**src/rtl/b1_boc_replica_gen.sv**
```systemverilog
// B1 BOC(1,1) local replica generator.
// Half-chip NCO drives a truncated 2046-chip Gold code (two 11-stage LFSRs),
// modulated by a half-chip subcarrier. It produces early/prompt/late replica bits
// one half-chip apart, the prompt chip index and a prompt epoch strobe.
module b1_boc_replica_gen #(
   parameter logic [10:0] G_INIT   = 11'b01010101010,
   parameter int unsigned CODE_LEN = 2046
) (
   input  logic        rx_clk,
   input  logic        rx_rst_n,
   input  logic        rx_en,
   input  logic        rx_init,
   input  logic [31:0] rx_prn_fcw,
   input  logic [3:0]  rx_g2_tap_a,
   input  logic [3:0]  rx_g2_tap_b,
   output logic        tx_loc_bocE,
   output logic        tx_loc_bocP,
   output logic        tx_loc_bocL,
   output logic        tx_prn_sop,
   output logic [10:0] tx_chip_idx
);

   localparam logic [10:0] LAST_CHIP = 11'(CODE_LEN - 1);

   // Registered state; bit k-1 of g1/g2 is LFSR stage k
   logic [31:0] phase;
   logic        half;
   logic [10:0] chipCnt;
   logic [10:0] g1;
   logic [10:0] g2;
   logic        bocE;
   logic        bocP;
   logic        bocL;
   logic        sopE;
   logic        sopPulse;
   logic [10:0] idxE;
   logic [10:0] idxP;

   // Next-state values for a tick
   logic [32:0] ncoSum;
   logic        tick;
   logic        halfNext;
   logic [10:0] chipNext;
   logic [10:0] g1Next;
   logic [10:0] g2Next;
   logic        g1Fb;
   logic        g2Fb;
   logic        earlyNext;
   logic        sopNext;

   // Tap 0 and 12..15 land on the zero padding, so they contribute nothing.
   function automatic logic tapBit(input logic [10:0] g, input logic [3:0] tap);
      logic [15:0] ext;
      ext = {4'b0000, g, 1'b0};
      return ext[tap];
   endfunction

   // NCO sum, LFSR advance and the early sample taken from the post-update state
   always_comb begin
      ncoSum   = {1'b0, phase} + {1'b0, rx_prn_fcw};
      tick     = ncoSum[32];
      halfNext = ~half;
      g1Fb     = g1[0] ^ g1[6] ^ g1[7] ^ g1[8] ^ g1[9] ^ g1[10];
      g2Fb     = g2[0] ^ g2[1] ^ g2[2] ^ g2[3] ^ g2[4] ^ g2[7] ^ g2[8] ^ g2[10];
      chipNext = chipCnt;
      g1Next   = g1;
      g2Next   = g2;
      if (half) begin
         if (chipCnt == LAST_CHIP) begin
            // epoch end: reload instead of shifting truncates 2047 to CODE_LEN
            chipNext = '0;
            g1Next   = G_INIT;
            g2Next   = G_INIT;
         end else begin
            chipNext = chipCnt + 11'd1;
            g1Next   = {g1[9:0], g1Fb};
            g2Next   = {g2[9:0], g2Fb};
         end
      end
      earlyNext = g1Next[10] ^ tapBit(g2Next, rx_g2_tap_a)
                ^ tapBit(g2Next, rx_g2_tap_b) ^ halfNext;
      sopNext   = (chipNext == '0) && !halfNext;
   end

   // State register: init beats enable and tick; the E/P/L chains shift only on tick
   always_ff @(posedge rx_clk or negedge rx_rst_n) begin
      if (!rx_rst_n) begin
         phase    <= '0;
         half     <= 1'b0;
         chipCnt  <= '0;
         g1       <= G_INIT;
         g2       <= G_INIT;
         bocE     <= 1'b0;
         bocP     <= 1'b0;
         bocL     <= 1'b0;
         sopE     <= 1'b0;
         sopPulse <= 1'b0;
         idxE     <= '0;
         idxP     <= '0;
      end else if (rx_init) begin
         phase    <= '0;
         half     <= 1'b0;
         chipCnt  <= '0;
         g1       <= G_INIT;
         g2       <= G_INIT;
         bocE     <= 1'b0;
         bocP     <= 1'b0;
         bocL     <= 1'b0;
         sopE     <= 1'b0;
         sopPulse <= 1'b0;
         idxE     <= '0;
         idxP     <= '0;
      end else if (rx_en) begin
         phase    <= ncoSum[31:0];
         sopPulse <= 1'b0;
         if (tick) begin
            half     <= halfNext;
            chipCnt  <= chipNext;
            g1       <= g1Next;
            g2       <= g2Next;
            bocL     <= bocP;
            bocP     <= bocE;
            bocE     <= earlyNext;
            // strobe carries the flag moving into P, so it lines up with the P update
            sopPulse <= sopE;
            sopE     <= sopNext;
            idxP     <= idxE;
            idxE     <= chipNext;
         end
      end else begin
         // strobe is a single-cycle event even while everything else holds
         sopPulse <= 1'b0;
      end
   end

   assign tx_loc_bocE = bocE;
   assign tx_loc_bocP = bocP;
   assign tx_loc_bocL = bocL;
   assign tx_prn_sop  = sopPulse;
   assign tx_chip_idx = idxP;

endmodule

```
**config.mk**
```make
export PLATFORM = sky130hd
export DESIGN_NAME = b1_boc_replica_gen
export DESIGN_NICKNAME = d
export VERILOG_FILES = /design/src/rtl/b1_boc_replica_gen.sv
export SDC_FILE = /design/constraint.sdc
export NUM_CORES = 1
export LEC_CHECK = 0
export BUFFER_PORTS_ARGS = -buffer_cell sky130_fd_sc_hd__buf_4
export CAP_MARGIN = 10
export CORE_ASPECT_RATIO = 0.5
export CORE_UTILIZATION = 50
export DETAILED_ROUTE_END_ITERATION = 16
export PLACE_DENSITY_LB_ADDON = 0.2
export SYNTH_ARGS = -nofsm -noshare
export SYNTH_HDL_FRONTEND = slang
export SYNTH_SLANG_ARGS = --single-unit
```
**constraint.sdc**
```tcl
create_clock -name rx_clk -period 3.43 [get_ports rx_clk]
set_input_delay 0.5145 -clock rx_clk [delete_from_list [all_inputs] [get_ports rx_clk]]
set_output_delay 0.5145 -clock rx_clk [all_outputs]
set_load 0.05 [all_outputs]
```
Yosys cells after proc, flatten, opt, wreduce, memory -nomap -nowiden
Cells that the tools add are included.

operators by class
  add/subtract/negate cells = 2
  multipliers = 0
  div/mod/pow operators = 0
  magnitude comparators = 2
  eq/ne operators = 1
  shift operators = 0
  muxes and demuxes = 42
  bitwise gates (word level) = 16
  reductions and logical operators = 7

operator list
  operator                 number
  $mux W11                 18
  $mux W32                 2
  $add A32 B32 Y33         1
  $mux W1                  20
  $xor A1 B1 Y1            15
  $add A11 B1 Y11 const B  1
  $eq A11 B11 Y1 const B   1
  $logic_not A11 Y1        1
  $lt A4 B5 Y1 const B     2
  $bmux W1 S4              2
  $reduce_bool A2 Y1       3
  $reduce_and A3 Y1        1
  $reduce_and A2 Y1        1
  $logic_and A1 B1 Y1      1
  $not A1 Y1               1

word-level totals
  register bits = 82
  latch bits = 0
  memory bits (writable) = 0
  memory bits (read-only) = 0
  bits of input ports = 44
  memories kept = 0

Longest topological paths before layout
Gate-level depths: netlist (run 1).

  depth after elaboration = 17
  depth in mapped cells = 14
  depth with buffers taken out = 12

Worst setup path before layout (run 1)
Ideal clock, no wire load.

  path kind = input to register
  from = input rx_prn_fcw[0]
  to = register idxE[8]
  data arrival time = 3.060 ns
  setup slack = 0.292 ns
  cell stages on the path = 12
  path buffers = 0
  path through = ha_1 -> inv_1 -> fa_1 -> nor2b_1 -> o31a_1 -> nor4_2 -> o21bai_2 -> a21oi_1 -> o211ai_2 -> nand3_1 -> or4_2 -> a21oi_1

on the way
  word-level cells in the longest chain between the ends = 3

ends and longest elaborated chain
  element                       RTL line  source
  from (decl)                   13        input logic [31:0] rx_prn_fcw,
  $add A32 B32 Y33              60        ncoSum = {1'b0, phase} + {1'b0, rx_prn_fcw};
  $reduce_bool A2 Y1 (no line)  --
  $reduce_and A2 Y1 (no line)   --
  to (signal assigned)          128       idxE <= chipNext;
  to (decl)                     36        logic [10:0] idxE;

No other way between the ends.
A chain may end at the register's enable or synchronous reset.

==> reports/qor.txt, run 1 <==
root buffer cell - sky130_fd_sc_hd__clkbuf_16
number of vias in the routed layout - 4,958
power density relative to cell area - 440 mW/mm²
P_sw - 0.981 mW
DP Area - 0.00641 mm²
crit path DAT - 3.44 ns
hpwl dp - 9540 µm
Core Area - 0.0111 mm²
Util after Layout - 60.5%
longest individual stage delay on the worst path - 0.45 ns
insertion delay of the later-clocked pin in the worst-skew pair - 0.35 ns
register area share after synthesis - 35.9%
fraction of layout cells with a size suffix above 1 - 18.6%
number of setup buffers added after CTS - 0
area fraction of the dominant cell type after synthesis - 31.3%
highest clock rate - 313 MHz
Congestion Overflow GR - 0
skew final - 0.00900 ns
Final Hold Violating Endpoints - 0
startpoint of the lowest-slack register-to-register path - idxE[1]
vias per cell - 5.94
pin count of the biggest net entering global routing - 61
number of core rows - 27
capture instance of the worst register-to-register path - tx_loc_bocE
critical path class - flop to flop
DIE WIDTH - 154 µm
via count of the first global-routing pass - 4,755
number of antenna violations at the first check in global routing - 0
crit end category - flop
fraction of synthesis flops using an asynchronous set or reset pin - 100%
share of total power in combinational logic - 31.4%
DRC viols - 0
cell type with the largest total area after synthesis - sky130_fd_sc_hd__dfrtp_1
family of cells with the greatest summed delay on the critical path - simple AND/OR/NAND/NOR gates
status - finished, final reports clean
largest fanout on the critical path - 12
number of input and output port buffers inserted - 58
pins over their slew limit - 0
post-synthesis net count - 704
number of cells after detailed placement - 818
clock buffer count from CTS - 9
unrepaired setup endpoints after global routing - no
internal portion of total power - 1.97 mW
cell count after synthesis - 625
area added between synthesis and finish - 16.5%
pre-CTS setup slack - 0.110 ns
TritonCTS clock tree - yes
effective utilization at floorplan - 51.9%
EDFF count, synth - 0
Peak supply drop - 253 µV
type of the most critical hold path - input pin to async pin
count of buffering cells on the critical path with inverters included - 2
global-route wire length before repair - 23,300 µm
synthesized cell area - 0.00575 mm²
Sum Neg Setup Slack - 0 ns
power consumption - 2.95 mW
maximum buffer depth of the clock tree - 2
post-synthesis area per instance - 9.21 µm²
Num Clock Sinks - 82
total track usage - 24.4%
Top FF cell, synth - sky130_fd_sc_hd__dfrtp_1
pin slew with the least headroom to its limit - 0.785 ns
net total in the final layout - 763
share of total power consumed by net switching - 33.3%
element type at the critical path start - flop
post-synthesis register bit count - 82
final critical delay including setup and external delays - 3.19 ns
TritonRoute pass-1 iters - 6
area enclosed by the die boundary - 0.0120 mm²
clock-pin slew on the worst setup and hold paths - 0.07 ns
Slew headroom - 47.7%
final instance count without filler cells - 834
post-route setup slack - 0.240 ns
post-detailed-routing wire length - 13,800 µm
CTS hold repair buffers - 0
most instantiated library cell after synthesis - sky130_fd_sc_hd__nor2_1
worst-case register-to-register setup slack - 0.24 ns
chip height - 77.9 µm
part of the power in the clock network - 32.2%
Worst Hold Margin - 0.241 ns
share of power burned in registers - 36.4%
post-detailed-route count of antenna-violating nets - 0
level count of the clock H-tree - 3
routed wire length per instance - 16.5 µm
Detailed Route Iter0 Violations - 302
antenna diode count - 0
I/O pin count - 59
total setup violations reported at the end of the flow - 0
slowest library cell on the worst path - sky130_fd_sc_hd__dfrtp_1
Worst Reg-to-Reg Cells - 12
count of yosys warnings during synthesis - 0
number of max-capacitance violations reported - 0
cell leakage power - 3.19 nW
RePlAce Congestion - 0.873
final critical-path share of the clock period - 93.0%
number of distinct library cells after synthesis - 77
Critical Path RT - 3.68 ns
cells taking the most area after synthesis - sky130_fd_sc_hd__dfrtp_1 (31%), sky130_fd_sc_hd__ha_1 (7.4%), sky130_fd_sc_hd__mux2i_1 (5.6%)
ordered list of cells on the worst path - inv_1 > ha_1 > nand4_1 > or3_4 > buf_4 > and3_1 > a21oi_1 > mux4_2 > a221oi_2 > a21oi_2 > xnor3_1 > a311oi_1
most instantiated cells after synthesis - sky130_fd_sc_hd__nor2_1 (75), sky130_fd_sc_hd__dfrtp_1 (72), sky130_fd_sc_hd__a21oi_1 (60)
total non-filler cell area in the finished layout - 0.00670 mm²
## routing by layer
| metal | global-route usage [%] | share of wire [%] | vias to the layer above |
|---|---|---|---|
| li1 | - | - | 2437 |
| met1 | 34.6 | 49 | 2391 |
| met2 | 38.7 | 46 | 115 |
| met3 | 4.36 | 4.1 | 15 |
| met4 | 5.80 | 0.95 | 0 |
| met5 | 0 | 0 | - |
## power by group through the flow
stage	registers (mW)	logic [mW]	clock network (mW)
finish	1.07	0.924	0.949
global route	1.08	1.03	0.997
CTS	1.07	0.921	0.964
detailed placement	1.09	0.912	0
global placement	1.09	0.897	0
floorplan	1.08	0.676	0
## placed cells by master, fill, tap and decap left out, drive strengths merged, types with 8 or more instances in the layout
cell / synthesis / layout
a31oi: 11 / 11
buf: 15 / 80
nor3: 18 / 18
dfstp: 10 / 10
a21oi: 61 / 61
nand3: 19 / 19
ha: 34 / 34
clkbuf: 17 / 9
a21o: 21 / 21
inv: 15 / 18
nor4: 8 / 8
a211oi: 10 / 10
mux2i: 32 / 32
o21ai: 29 / 29
xnor2: 32 / 32
and3: 11 / 11
dfrtp: 72 / 72
nor2: 75 / 75
o21a: 11 / 11
nand2: 29 / 29
## how the worst max path moves through the flow
stage / cells past startpoint / startpoint / endpoint / slack [ns]
3_3_place_gp: 13 / rx_prn_fcw[0] / idxE[8] / 0.21
6_report: 12 / idxE[1] / tx_loc_bocE / 0.24
4_1_cts: 11 / idxE[1] / tx_loc_bocE / 0.21
3_5_place_dp: 14 / rx_prn_fcw[0] / idxE[1] / 0.11
2_1_floorplan: 12 / rx_prn_fcw[0] / idxE[8] / 0.29
5_1_grt: 12 / idxE[1] / tx_loc_bocE / 0.06
## repair_timing
item | CTS | global route
hold endpoints to repair | 0 | 0
setup endpoints to repair | 0 | 1
resized for setup | 0 | 1
## sequential cells by signal (all words and copies together) (netlist names), 11 cells and up
name / count
g1: 11
phase: 32
g2: 11
idxE: 11
tx_chip_idx: 11
## cell families (layout without fill, tap and decap cells)
family / after synthesis / count (layout) / synth area share, %
AO/OA/AOI/OAI: 193 / 193 / 22.2
XOR/XNOR: 38 / 38 / 6.50
adder cells (fa/ha/maj): 35 / 35 / 7.74
buffers and inverters: 48 / 112 / 3.87
flip-flops: 82 / 82 / 35.9
multiplexers: 37 / 37 / 7.20
AND/OR/NAND/NOR: 192 / 192 / 16.6
## area by class of cell
class / count / area [µm²]
fillers: 976 / 4380
multi-input cells: 495 / 3470
flip-flops and latches: 82 / 2060
repair buffers: 80 / 638
clock buffers: 9 / 225
well taps: 145 / 181
clock inverters: 7 / 60.1
inverters: 16 / 60.1
Note: power is estimated with default switching activity, not from simulation.
==> run 2, diff against run 1 <==
--- a/config.mk
+++ b/config.mk
@@ -5,7 +5,7 @@
 export SDC_FILE = /design/constraint.sdc
 export NUM_CORES = 1
 export LEC_CHECK = 0
-export BUFFER_PORTS_ARGS = -buffer_cell sky130_fd_sc_hd__buf_4
+export BUFFER_PORTS_ARGS = -buffer_cell sky130_fd_sc_hd__buf_2
 export CAP_MARGIN = 10
 export CORE_ASPECT_RATIO = 0.5
 export CORE_UTILIZATION = 50
==> reports/qor.txt, run 2 (synthesis results as in run 1) <==
number of max-capacitance violations reported - 0 (unchanged)
number of antenna violations at the first check in global routing - 0 (unchanged)
total setup violations reported at the end of the flow - 0 (unchanged)
final critical-path share of the clock period - 91.2% (-1.8 points)
Sum Neg Setup Slack - 0 ns (unchanged)
antenna diode count - 0 (unchanged)
ordered list of cells on the worst path - ha_1 > inv_1 > fa_1 > nor2b_1 > o31a_1 > nor4_2 > o21bai_2 > a21oi_1 > o211ai_2 > nand3_1 > or4_2 > a21oi_1
Num Clock Sinks - 82 (unchanged)
Slew headroom - 28.3% (-19 points)
pre-CTS setup slack - 0.110 ns (+0.000696 ns)
number of setup buffers added after CTS - 0 (unchanged)
top metal layer carrying routed signals - met4
number of cells after detailed placement - 823 (+0.61%)
TritonRoute pass-1 iters - 5 (-1)
pin count of the biggest net entering global routing - 81 (+33%)
maximum buffer depth of the clock tree - 2 (unchanged)
largest fanout on the critical path - 6 (-6)
post-route setup slack - 0.301 ns (+0.0617 ns)
DP Area - 0.00629 mm² (-1.8%)
hpwl dp - 9680 µm (+1.5%)
most common library cell in the layout ignoring fill and taps - sky130_fd_sc_hd__nor2_1
fraction of layout cells with a size suffix above 1 - 19.0% (+0.44 points)
Worst Reg-to-Reg Cells - 12 (unchanged)
endpoint of the worst setup timing path - idxE[8]
number of input and output port buffers inserted - 58 (unchanged)
capture instance of the worst register-to-register path - idxE[8]
met1 wire length - 6870 µm (+1.1%)
I/O pin count - 59 (unchanged)
Met3 Wirelength - 580 µm (+2.7%)
global-route wire length before repair - 23,600 µm (+1.2%)
cell leakage power - 3.19 nW (about the same)
area enclosed by the die boundary - 0.0120 mm² (unchanged)
cell seen most often among critical-path stages - sky130_fd_sc_hd__a21oi_1
Final Hold Violating Endpoints - 0 (unchanged)
pins over their slew limit - 0 (unchanged)
power density relative to cell area - 452 mW/mm² (+2.7%)
insertion delay of the later-clocked pin in the worst-skew pair - 0.34 ns (about the same)
routed wire length per instance - 16.6 µm (+0.38%)
vias per cell - 5.89 (-0.98%)
worst setup path startpoint - phase[0]
worst-case register-to-register setup slack - 0.30 ns (+0.06 ns)
root buffer cell - sky130_fd_sc_hd__clkbuf_16
clock buffer count from CTS - 9 (unchanged)
final critical delay including setup and external delays - 3.13 ns (-0.0617 ns)
TritonCTS clock tree - yes
startpoint of the lowest-slack register-to-register path - phase[0]
area added between synthesis and finish - 14.6%
effective utilization at floorplan - 51.9% (unchanged)
clock-pin slew on the worst setup and hold paths - 0.07 ns (about the same)
highest-count cells in the layout ignoring fill and taps - sky130_fd_sc_hd__nor2_1 (75), sky130_fd_sc_hd__dfrtp_1 (72), sky130_fd_sc_hd__a21oi_1 (60)
element type at the critical path start - flop
unrepaired setup endpoints after global routing - no
post-detailed-routing wire length - 13,900 µm (+0.98%)
crit path DAT - 3.39 ns (-0.05 ns)
DRC viols - 0 (unchanged)
net total in the final layout - 768 (+0.66%)
post-detailed-route count of antenna-violating nets - 0 (unchanged)
Critical Path RT - 3.69 ns (about the same)
slowest library cell on the worst path - sky130_fd_sc_hd__or4_2
Congestion Overflow GR - 0 (unchanged)
Peak supply drop - 284 µV (+12%)
Detailed Route Iter0 Violations - 370 (+23%)
longest individual stage delay on the worst path - 0.58 ns (+0.13 ns)
Reg area - 0.00206 mm² (unchanged)
RePlAce Congestion - 0.897 (+2.8%)
number of vias in the routed layout - 4,939 (-0.38%)
via count of the first global-routing pass - 4,801 (+0.97%)
CTS hold repair buffers - 0 (unchanged)
met2 wire length - 6340 µm (+0.68%)
post-cts repair resize count - 0 (unchanged)
critical path class - flop to flop
status - finished, final reports clean
type of the most critical hold path - input pin to async pin
area of combinational cells with multiple inputs - 0.00347 mm² (-0.14%)
DIE WIDTH - 154 µm (unchanged)
chip height - 77.9 µm (unchanged)
total track usage - 24.7% (+0.26 points)
level count of the clock H-tree - 3 (unchanged)
Worst Hold Margin - 0.332 ns (+0.0907 ns)
pin slew with the least headroom to its limit - 1.08 ns (+0.291 ns)
crit end category - flop
Core Area - 0.0111 mm² (unchanged)
final instance count without filler cells - 839 (+0.60%)
flip-flop count of the largest register, all copies and words added - 32 (unchanged)
Filler Cell Count - 993 (+1.7%)
skew final - 0.00424 ns (-0.00477 ns)
total non-filler cell area in the finished layout - 0.00660 mm² (-1.6%)
number of core rows - 27 (unchanged)
Top reg by flops - phase
highest clock rate - 320 MHz (+2.0%)
==> run 2: cell types whose count changed in the layout (fill, tap and decap cells not counted) <==
cell / delta
sky130_fd_sc_hd__inv_6: +1
sky130_fd_sc_hd__clkinv_4: -1
sky130_fd_sc_hd__buf_4: -51
sky130_fd_sc_hd__buf_12: -1
sky130_fd_sc_hd__inv_8: -1
sky130_fd_sc_hd__a211oi_1: +1
sky130_fd_sc_hd__clkinv_2: +1
sky130_fd_sc_hd__bufinv_16: +1
sky130_fd_sc_hd__clkinvlp_4: -1
sky130_fd_sc_hd__a211oi_2: -1
sky130_fd_sc_hd__buf_2: +57
==> run 2: worst min-delay path by stage <==
stage               from              to  slack [ns]  cells past startpoint
6_report        rx_rst_n  tx_chip_idx[9]        0.33                      1
5_1_grt         rx_rst_n  tx_chip_idx[9]        0.46                      1
4_1_cts         rx_rst_n  tx_chip_idx[9]        0.41                      1
3_5_place_dp   phase[30]       phase[30]        0.50                      1
3_3_place_gp   phase[30]       phase[30]        0.48                      1
2_1_floorplan   rx_rst_n           g1[0]        0.22                      0
==> run 2: final cells by class <==
class                           instances  share of cell area [%]
Multi-Input combinational cell        495                    52.6
Sequential cell                        82                    31.3
Timing Repair Buffer                   85                    7.89
Clock buffer                            9                    3.41
Tap cell                              145                    2.75
Clock inverter                          7                    1.16
Inverter                               16                   0.911
==> run 2: worst max-delay path, delay by kind of cell (launching register included) <==
family | cells | cell delay (ns)
compound gates | 5 | 1.01
fa+ha+maj | 2 | 0.59
buf+inv | 1 | 0.06
flops | 1 | 0.35
simple gates | 4 | 1.04
==> run 2: power breakdown <==
| group | internal, mW | total [mW] | leakage (nW) | switching (mW) |
|---|---|---|---|---|
| clock network | 0.571 | 0.998 | 0.143 | 0.427 |
| logic | 0.413 | 0.908 | 1.96 | 0.495 |
| registers | 1.03 | 1.07 | 1.09 | 0.0389 |
| total | 2.02 | 2.98 | 3.19 | 0.961 |
==> run 2: per-layer routing <==
metal | GRT usage [%] | vias to the layer above
li1 | - | 2446
met2 | 39.9 | 101
met5 | 0 | -
met4 | 6.00 | 0
met3 | 4.75 | 8
met1 | 34.1 | 2384
==> run 2: stage by stage <==
| step | util (%) | power [mW] |
|---|---|---|
| after floorplan | - | 1.76 |
| final | 59.5 | 2.98 |
| after global placement | 56.8 | 1.97 |
| after global routing | 59.5 | 3.15 |
| after detailed placement | 56.8 | 1.98 |
| after CTS | 59.5 | 3.00 |
